$ cat src/rtl/cache_stage_if.sv
// Memory-side request/acknowledge bus between cache_stage and the memory system.
// Latency: none; this is wiring only.
// Backpressure: the master holds req/we/addr/wdata stable until the slave returns ack.
interface cache_stage_if;
  logic        mem_req;
  logic        mem_we;
  logic [15:0] mem_addr;
  logic [15:0] mem_wdata;
  logic        mem_ack;
  logic [15:0] mem_rdata;

  modport master (
    output mem_req, mem_we, mem_addr, mem_wdata,
    input  mem_ack, mem_rdata
  );

  modport slave (
    input  mem_req, mem_we, mem_addr, mem_wdata,
    output mem_ack, mem_rdata
  );
endinterface

$ cat src/rtl/cache_stage.sv
// Memory-access stage: direct-mapped, write-through, no-write-allocate data cache.
// Latency: hits and non-memory ops complete combinationally in the cycle after capture; misses and stores wait for mem_ack.
// Backpressure: stall_cache is high while a miss or store is outstanding; upstream must hold enable_cache low.
module cache_stage #(
  parameter int INDEX_BITS = 4
) (
  input  logic        clk,
  input  logic        reset,
  input  logic        enable_cache,
  input  logic [15:0] tlblookup_result,
  input  logic [15:0] dataReg,
  input  logic [1:0]  ldSt_enable,
  input  logic [2:0]  destReg_addr_input,
  input  logic        we_input,
  input  logic [1:0]  bp_input,
  input  logic [2:0]  tail_rob_input,
  output logic [15:0] cache_result,
  output logic [2:0]  destReg_addr_output,
  output logic [2:0]  destReg_addrCACHE,
  output logic        cache_bypass_valid,
  output logic        we_output,
  output logic [1:0]  bp_output,
  output logic [2:0]  tail_rob_output,
  output logic        stall_cache,
  cache_stage_if.master mem
);

  localparam int LINES    = 1 << INDEX_BITS;
  localparam int TAG_BITS = 15 - INDEX_BITS;

  localparam logic [1:0] ST_IDLE   = 2'd0;
  localparam logic [1:0] ST_RDMISS = 2'd1;
  localparam logic [1:0] ST_WRITE  = 2'd2;

  // Captured stage inputs
  logic [15:0] addr_q;
  logic [15:0] wdata_q;
  logic [1:0]  op_q;
  logic [2:0]  dest_q;
  logic        we_q;
  logic [1:0]  bp_q;
  logic [2:0]  tail_q;
  logic        pending_q;
  logic [15:0] ld_data_q;
  logic [1:0]  state_q;
  logic [1:0]  state_d;

  // Cache storage; only valid needs a reset
  logic [15:0]         data_arr [LINES];
  logic [TAG_BITS-1:0] tag_arr  [LINES];
  logic [LINES-1:0]    valid_q;

  logic [INDEX_BITS-1:0] idx;
  logic [TAG_BITS-1:0]   tag;
  logic                  is_load;
  logic                  is_store;
  logic                  hit;
  logic                  done;
  logic                  fill;
  logic                  upd;
  logic [15:0]           result;

  assign idx      = addr_q[INDEX_BITS:1];
  assign tag      = addr_q[15:INDEX_BITS+1];
  assign is_load  = (op_q == 2'b10);
  assign is_store = (op_q == 2'b01);
  assign hit      = valid_q[idx] && (tag_arr[idx] == tag);

  // Next-state, stall and result selection for the captured operation
  always_comb begin
    state_d     = state_q;
    stall_cache = 1'b0;
    done        = 1'b0;
    fill        = 1'b0;
    upd         = 1'b0;
    // A finished load keeps presenting its data while the register holds it
    result      = (is_load && !pending_q) ? ld_data_q : addr_q;
    case (state_q)
      ST_IDLE: begin
        if (pending_q) begin
          if (is_load) begin
            if (hit) begin
              result = data_arr[idx];
              done   = 1'b1;
            end else begin
              stall_cache = 1'b1;
              state_d     = ST_RDMISS;
            end
          end else if (is_store) begin
            stall_cache = 1'b1;
            upd         = hit;
            state_d     = ST_WRITE;
          end
        end
      end
      ST_RDMISS: begin
        if (mem.mem_ack) begin
          result  = mem.mem_rdata;
          fill    = 1'b1;
          done    = 1'b1;
          state_d = ST_IDLE;
        end else begin
          stall_cache = 1'b1;
        end
      end
      ST_WRITE: begin
        if (mem.mem_ack) begin
          done    = 1'b1;
          state_d = ST_IDLE;
        end else begin
          stall_cache = 1'b1;
        end
      end
      default: state_d = ST_IDLE;
    endcase
  end

  // Input register, pending flag, FSM state and line-valid bits
  always_ff @(posedge clk) begin
    if (reset) begin
      addr_q    <= '0;
      wdata_q   <= '0;
      op_q      <= '0;
      dest_q    <= '0;
      we_q      <= 1'b0;
      bp_q      <= '0;
      tail_q    <= '0;
      pending_q <= 1'b0;
      ld_data_q <= '0;
      state_q   <= ST_IDLE;
      valid_q   <= '0;
    end else begin
      if (enable_cache) begin
        addr_q    <= tlblookup_result;
        wdata_q   <= dataReg;
        op_q      <= ldSt_enable;
        dest_q    <= destReg_addr_input;
        we_q      <= we_input;
        bp_q      <= bp_input;
        tail_q    <= tail_rob_input;
        pending_q <= (ldSt_enable == 2'b10) || (ldSt_enable == 2'b01);
      end else if (done) begin
        pending_q <= 1'b0;
      end
      if (done && is_load) begin
        ld_data_q <= result;
      end
      if (fill) begin
        valid_q[idx] <= 1'b1;
      end
      state_q <= state_d;
    end
  end

  // Line data/tag: refill on read ack, write-through update on store hit
  always_ff @(posedge clk) begin
    if (fill) begin
      data_arr[idx] <= mem.mem_rdata;
      tag_arr[idx]  <= tag;
    end else if (upd) begin
      data_arr[idx] <= wdata_q;
    end
  end

  assign cache_result        = result;
  assign destReg_addr_output = dest_q;
  assign destReg_addrCACHE   = dest_q;
  assign we_output           = we_q;
  assign bp_output           = bp_q;
  assign tail_rob_output     = tail_q;
  assign cache_bypass_valid  = we_q & ~stall_cache;

  // Request fields come straight from the held input register, so they stay stable
  assign mem.mem_req   = (state_q != ST_IDLE);
  assign mem.mem_we    = (state_q == ST_WRITE);
  assign mem.mem_addr  = {addr_q[15:1], 1'b0};
  assign mem.mem_wdata = wdata_q;

endmodule

$ cat src/flat_wrapper.sv
// flat-port wrapper written by rule: the top's interface ports become plain ports
module cache_stage_flat 
#(
  parameter int INDEX_BITS = 4
)
  (clk, reset, enable_cache, tlblookup_result, dataReg, ldSt_enable, destReg_addr_input, we_input, bp_input, tail_rob_input, cache_result, destReg_addr_output, destReg_addrCACHE, cache_bypass_valid, we_output, bp_output, tail_rob_output, stall_cache, mem_mem_req, mem_mem_we, mem_mem_addr, mem_mem_wdata, mem_mem_ack, mem_mem_rdata);
  cache_stage_if mem_i ();
  input  logic clk;
  input  logic reset;
  input  logic enable_cache;
  input  logic [15:0] tlblookup_result;
  input  logic [15:0] dataReg;
  input  logic [1:0] ldSt_enable;
  input  logic [2:0] destReg_addr_input;
  input  logic we_input;
  input  logic [1:0] bp_input;
  input  logic [2:0] tail_rob_input;
  output logic [15:0] cache_result;
  output logic [2:0] destReg_addr_output;
  output logic [2:0] destReg_addrCACHE;
  output logic cache_bypass_valid;
  output logic we_output;
  output logic [1:0] bp_output;
  output logic [2:0] tail_rob_output;
  output logic stall_cache;
  output wire logic [$bits(mem_i.mem_req)-1:0] mem_mem_req;
  output wire logic [$bits(mem_i.mem_we)-1:0] mem_mem_we;
  output wire logic [$bits(mem_i.mem_addr)-1:0] mem_mem_addr;
  output wire logic [$bits(mem_i.mem_wdata)-1:0] mem_mem_wdata;
  input wire logic [$bits(mem_i.mem_ack)-1:0] mem_mem_ack;
  input wire logic [$bits(mem_i.mem_rdata)-1:0] mem_mem_rdata;
  assign mem_mem_req = mem_i.mem_req;
  assign mem_mem_we = mem_i.mem_we;
  assign mem_mem_addr = mem_i.mem_addr;
  assign mem_mem_wdata = mem_i.mem_wdata;
  assign mem_i.mem_ack = mem_mem_ack;
  assign mem_i.mem_rdata = mem_mem_rdata;
  cache_stage #(.INDEX_BITS(INDEX_BITS)) u_core (.clk(clk), .reset(reset), .enable_cache(enable_cache), .tlblookup_result(tlblookup_result), .dataReg(dataReg), .ldSt_enable(ldSt_enable), .destReg_addr_input(destReg_addr_input), .we_input(we_input), .bp_input(bp_input), .tail_rob_input(tail_rob_input), .cache_result(cache_result), .destReg_addr_output(destReg_addr_output), .destReg_addrCACHE(destReg_addrCACHE), .cache_bypass_valid(cache_bypass_valid), .we_output(we_output), .bp_output(bp_output), .tail_rob_output(tail_rob_output), .stall_cache(stall_cache), .mem(mem_i));
endmodule
$ cat config.mk
export PLATFORM = sky130hd
export DESIGN_NAME = cache_stage_flat
export DESIGN_NICKNAME = d
export VERILOG_FILES = /design/src/rtl/cache_stage_if.sv /design/src/rtl/cache_stage.sv /design/src/flat_wrapper.sv
export SDC_FILE = /design/constraint.sdc
export NUM_CORES = 1
export LEC_CHECK = 0
export CORE_MARGIN = 3
export CORE_UTILIZATION = 60
export CTS_CLUSTER_SIZE = 8
export DETAILED_ROUTE_END_ITERATION = 10
export PLACE_DENSITY = 0.8
export SKIP_CTS_REPAIR_TIMING = 1
export SLEW_MARGIN = 20
export SYNTH_ARGS = -nofsm -noshare
export SYNTH_HDL_FRONTEND = slang
export SYNTH_SLANG_ARGS = --single-unit
$ cat constraint.sdc
create_clock -name clk -period 10.1 [get_ports clk]
set_clock_uncertainty 0.05 [all_clocks]
set_input_delay 1.515 -clock clk [delete_from_list [all_inputs] [get_ports clk]]
set_output_delay 1.515 -clock clk [all_outputs]
set_load 0.03 [all_outputs]
==> flow_summary.toml, run 1 <==
[run_status]
status = "completed"

[drt]
vias_per_cell = 6.62
ant_nets = 0
avgRoutedWirePerCell_um = 29.7
dr.pass1.iters = 7
drt-total-wl_um = 56800
via_count = 12700
drt_iter0_drc = 1453
drc = 0

[floorplan]
die_w_um = 194
io-pin-count = 127
initial_core_util_pct = 61.0
rows = 68
die_h_um = 194
dieArea_mm2 = 0.0376
core_area_mm2 = 0.0347

[clocking]
cts_tree = "built"
h-tree-depth = 3
numCtsBuffers = 74
clock_path_buffers = 3
clock_insertion_delay_worst_skew_ps = 590
ctsRootBufferMaster = "clkbuf_16"
cts.sink_count = 514
path_clk_slew_ps = 50

[flow_run]
cap_violations = 0

[place]
dpl-instance-area_mm2 = 0.0230
dp.cells = 1780
place.detailed.hpwl_um = 32000
io_buffers = 125
preCtsSetupSlack_ps = 3590
place.gp.congestion = 0.885

[setup_path]
r2r-end = "u_core.data_arr[13][5]"
worstPathRequired_ps = 8540
crit_fanout = 65
crit_type = "flip-flop to primary output"
reg2reg_depth = 10
start_kind = "flip-flop"
r2r_slack_ps = 4490
cp.arrival_ps = 5680
critPathCaptureType = "primary output"

[global_routing]
grt-ovfl-total = 0
grt_usage_pct = 30.3
grt_pass1_wl_um = 84100
grt_pass1_vias = 13200
grt_max_degree = 66
antenna_found_initial = 0

[hold_path]
holdPathStages = 2
worstHoldStart = "u_core.valid_q[6]"
min_to = "u_core.valid_q[6]"
hold_class = "flip-flop to flip-flop"

[sta]
slew_viol_final = 0
hold_slack_ps = 416
maxSlewHeadroom_pct = 25.0
setup_viol = 0
final.setup.worst_slack_ps = 2860
setup_tns_ps = 0
period_needed_ps = 7240
hold_viol = 0
grt_setup_unrepaired = "no"
period_share_pct = 71.7
tightest_slew_ps = 1120
max_freq_mhz = 138

[yosys]
ys_async_sr_fraction_pct = 0
ys_warn_count = 0
syn_nets = 1311
synth_top_area_cell = "edfxtp_1"
avgSynthCellArea_um2 = 17.0
synth_edf_count = 432
ys_types = 65
ys_seq_area_share_pct = 69.0
mappedNetlistArea_mm2 = 0.0212
yosys-top-cells-area = "edfxtp_1 (61%), mux4_2 (11%), dfxtp_1 (7.7%), mux2i_1 (5.7%), nor2_1 (2.1%)"
synth_top_cell_area_share_pct = 61.2
ys_ff_latch = 514
ys.flop_type = "edfxtp_1"
syn-instance-count = 1244

[power_and_ir_drop]
total_power_mw = 5.16
internal_power_mw = 3.92
powerDensity_mw_per_mm2 = 205
combPwrFrac_pct = 9.7
p_sw_mw = 1.23
seq_power_share_pct = 46.4
clkPwrFrac_pct = 44.0
leakagePower_nw = 8.26
vdd_drop_max_uv = 201
switching_share_pct = 23.9

[layout]
finish.utilization_pct = 72.5
final_area_mm2 = 0.0252
n_antenna_cell = 0
synthToLayoutAreaGrowth_pct = 18.7
fin_nets = 1468
drive_gt1_share_pct = 20.2
finalNonFillerCells = 1913
[layout by cell type (no fill, tap or decap), types with 3 or more instances in the layout]
cell and count:
edfxtp_1 432, clkdlybuf4s50_1 123, mux2i_1 121, nor2_1 119, mux4_2 107, dfxtp_1 79, clkbuf_16 74, buf_4 55
clkbuf_1 53, a21oi_1 38, nand2_1 29, mux2_2 23, o21a_1 21, o21ai_0 17, o31a_1 16, nor3_2 11
a22oi_1 10, xnor2_1 10, nand2b_1 9, nand3_1 8, nor2b_1 6, inv_1 5, nand3b_1 5, nor3_1 5
nor3b_1 4, a22o_1 4, nor4_2 4, ha_1 4, nor4b_1 3, a221oi_1 3, nor4_4 3, dfxtp_4 3
[state kept, by name, summed over array words and instances (netlist names), named ones only]
| name | flops |
|---|---|
| u_core.tag_arr | 176 |
| u_core.state_q | 2 |
| u_core.valid_q | 16 |
| u_core.destReg_addrCACHE | 3 |
| u_core.op_q | 2 |
| u_core.ld_data_q | 16 |
| u_core.we_output | 1 |
| u_core.data_arr | 256 |
| u_core.mem.mem_wdata | 16 |
| u_core.pending_q | 1 |
| u_core.addr_q | 16 |
| u_core.tail_rob_output | 3 |
| u_core.bp_output | 2 |
[critical path: stages, from the launching register on]
cell	delay (ps)
dfxtp_4	990
buf_4	640
mux4_2	590
nor4b_1	280
a2111oi_0	110
nand3_1	130
o2111ai_1	310
nor4_4	340
buf_4	430
mux2i_1	380
clkdlybuf4s50_1	740
[power groups by stage]
stage / registers (mW) / logic (mW) / clock network, mW
2_1_floorplan: 2.41 / 0.315 / 0
3_3_place_gp: 2.42 / 0.471 / 0
3_5_place_dp: 2.43 / 0.481 / 0
4_1_cts: 2.39 / 0.493 / 2.28
5_1_grt: 2.39 / 0.525 / 2.37
6_report: 2.39 / 0.499 / 2.27
[Yosys cell counts (3+ instances only)]
cell type and number:
nand3_1 8, o21ai_0 17, a22oi_1 10, xnor2_1 10
nor2b_1 7, o21a_1 21, nand3b_1 5, nand2_1 29
nor4_1 4, a22o_1 4, buf_4 23, clkbuf_1 44
mux4_2 107, edfxtp_1 432, inv_1 5, dfxtp_1 82
buf_6 5, nor3_1 17, mux2_2 23, nor4b_1 3
a221oi_1 3, nor2_1 120, buf_1 11, a21oi_1 39
nor3b_1 5, o31a_1 16, buf_2 14, mux2i_1 121
nand2b_1 9, ha_1 4
[worst max path at each step]
stage | startpoint | slack [ps] | cells after the start | endpoint
2_1_floorplan | flip-flop | 5000 | 10 | cache_result[0]
3_3_place_gp | flip-flop | 3710 | 10 | cache_result[0]
3_5_place_dp | flip-flop | 3590 | 10 | cache_result[2]
4_1_cts | flip-flop | 2930 | 9 | cache_result[3]
5_1_grt | flip-flop | 2640 | 10 | cache_result[3]
6_report | flip-flop | 2860 | 10 | cache_result[2]
[cell type report]
| cell class | count | area (µm²) |
|---|---|---|
| sequential | 514 | 14600 |
| fill | 2032 | 9560 |
| multi-input combinational | 626 | 6150 |
| clock buffer | 127 | 2050 |
| timing repair buffer | 179 | 1650 |
| tap | 455 | 569 |
| clock inverter | 6 | 86.3 |
| inverter | 6 | 22.5 |
[cells by family after synthesis]
| logic type | synth area share (%) |
|---|---|
| compound gates | 4.14 |
| xor+xnor | 0.496 |
| fa+ha+maj | 0.236 |
| buf+inv | 2.56 |
| flops | 69.0 |
| mux | 18.4 |
| other cells | 0.0177 |
| simple gates | 5.14 |
[per-layer routing]
| metal | part of all wire, % | global-route usage (%) | vias up |
|---|---|---|---|
| met1 | 36 | 38.6 | 6379 |
| met3 | 9.9 | 6.66 | 197 |
| met5 | 0 | 0 | - |
| met2 | 49 | 49.6 | 872 |
| met4 | 5.3 | 15.6 | 0 |
| li1 | - | - | 5211 |
Note: power is estimated with default switching activity, not from simulation.
==> run 2, diff against run 1 <==
CORE_UTILIZATION = 59   (was 60)
PLACE_DENSITY = 0.79   (was 0.8)
clock period = 7.3 ns   (was 10.1 ns; I/O delays follow)
==> run 2 against run 1 <==
Compared with the run above: sequential cell count unchanged; worst setup slack worse by 2200 ps; cell count about the same; cell area about the same; register-to-register slack worse by 2700 ps; power up 38%; largest power group unchanged; largest cell class unchanged; wire length down 3.3%; critical path depth down 1; sequential power up 38%.
==> flow_summary.toml, run 2 (same netlist as run 1, synthesis figures left out) <==
[drt]
vias_per_cell = 6.52
dr.pass1.iters = 7
drc = 0
avgRoutedWirePerCell_um = 28.7
drt-total-wl_um = 55000
ant_nets = 0
drt_iter0_drc = 1429
via_count = 12500

[power_and_ir_drop]
vdd_drop_max_uv = 226
leakagePower_nw = 8.25
total_power_mw = 7.11
powerDensity_mw_per_mm2 = 283

[clocking]
cts_tree = "built"
clock_path_buffers = 3
clock_insertion_delay_worst_skew_ps = 580
path_clk_slew_ps = 40
ctsRootBufferMaster = "clkbuf_16"
h-tree-depth = 3
cts.sink_count = 514
numCtsBuffers = 74

[global_routing]
grt-busiest-layer = "met2"
grt_pass1_vias = 12900
met1_usage_pct = 38.2
grt_use_met2_pct = 47.5
grt_max_degree = 64
grt-ovfl-total = 0
grt_usage_pct = 29.2
antenna_found_initial = 0
grtUsageMet3_pct = 6.18
grt_pass1_wl_um = 82500

[layout]
final_area_mm2 = 0.0252
drive_gt1_share_pct = 20.5
layout_common_cells = "edfxtp_1 (432), clkdlybuf4s50_1 (123), mux2i_1 (121)"
regMostFlops = "u_core.data_arr"
mostFrequentLayoutCell = "edfxtp_1"
fin_nets = 1467
synthToLayoutAreaGrowth_pct = 18.7
top_regs = "u_core.data_arr (256), u_core.tag_arr (176)"
largest_reg_flops = 256
n_antenna_cell = 0

[place]
place.gp.congestion = 0.818
dpl-instance-area_mm2 = 0.0230
io_buffers = 125
place.detailed.hpwl_um = 31600

[run_status]
status = "completed"

[setup_path]
start_kind = "flip-flop"
crit_fanout = 49
worstPathRequired_ps = 6150
critPathCaptureType = "primary output"
cp.arrival_ps = 5510
crit_type = "flip-flop to primary output"

[sta]
tightest_slew_ps = 1060
period_share_pct = 91.2
maxSlewHeadroom_pct = 29.3
setup_tns_ps = 0
hold_viol = 0
grt_setup_unrepaired = "no"
slew_viol_final = 0
max_freq_mhz = 150
period_needed_ps = 6660
setup_viol = 0

[hold_path]
hold_class = "flip-flop to flip-flop"

[floorplan]
dieArea_mm2 = 0.0382
rows = 68
initial_core_util_pct = 60.6
core_area_mm2 = 0.0350
die_h_um = 195
die_w_um = 195
io-pin-count = 127

[flow_run]
cap_violations = 0
-- run 2: per-layer routing --
metal	wire length, µm	part of all wire (%)
met2	27300	50
met5	0	0
met4	2540	4.6
met3	5110	9.3
met1	20000	36
-- run 2: where the power goes --
part / switching (mW) / total [mW] / internal [mW] / leakage [nW]
Sequential: 0.0569 / 3.29 / 3.24 / 4.59
Combinational: 0.396 / 0.680 / 0.284 / 2.64
Clock: 1.19 / 3.14 / 1.94 / 1.02
Total: 1.65 / 7.11 / 5.46 / 8.25
-- run 2: critical path, cell delays in order, from the launching register on --
cell and delay (ps):
dfxtp_4 900, inv_1 360, mux4_2 530, xnor2_1 130, a2111oi_1 770, nor2_1 170
nor4_4 360, buf_4 410, mux2i_1 490, clkdlybuf4s50_1 760
-- run 2: final timing paths --
check,from,slack [ps],cells after the start,to
max,flip-flop,640,9,cache_result[7]
min,u_core.valid_q[10],420,2,u_core.valid_q[10]
max reg2reg,flip-flop,1810,9,u_core.data_arr[7][14]
min reg2reg,u_core.valid_q[10],420,2,u_core.valid_q[10]
-- run 2: per-stage QoR --
| stage | cells | setup slack [ps] | hold WS, ps | util, % |
|---|---|---|---|---|
| 3_5_place_dp | 1779 | 1260 | 409 | 65.8 |
| 3_3_place_gp | 1779 | 1400 | 395 | 65.8 |
| 5_1_grt | 1912 | 493 | 440 | 71.9 |
| 6_report | 1912 | 642 | 416 | 71.9 |
| 4_1_cts | 1912 | 657 | 420 | 71.9 |
| 2_1_floorplan | 1244 | 2470 | 385 | - |
-- run 2: layout make-up --
type / count / area [µm²]
Clock inverter: 3 / 30.0
Inverter: 6 / 22.5
Timing Repair Buffer: 178 / 1640
Clock buffer: 130 / 2110
Fill cell: 2095 / 9820
Sequential cell: 514 / 14600
Multi-Input combinational cell: 626 / 6150
Tap cell: 455 / 569
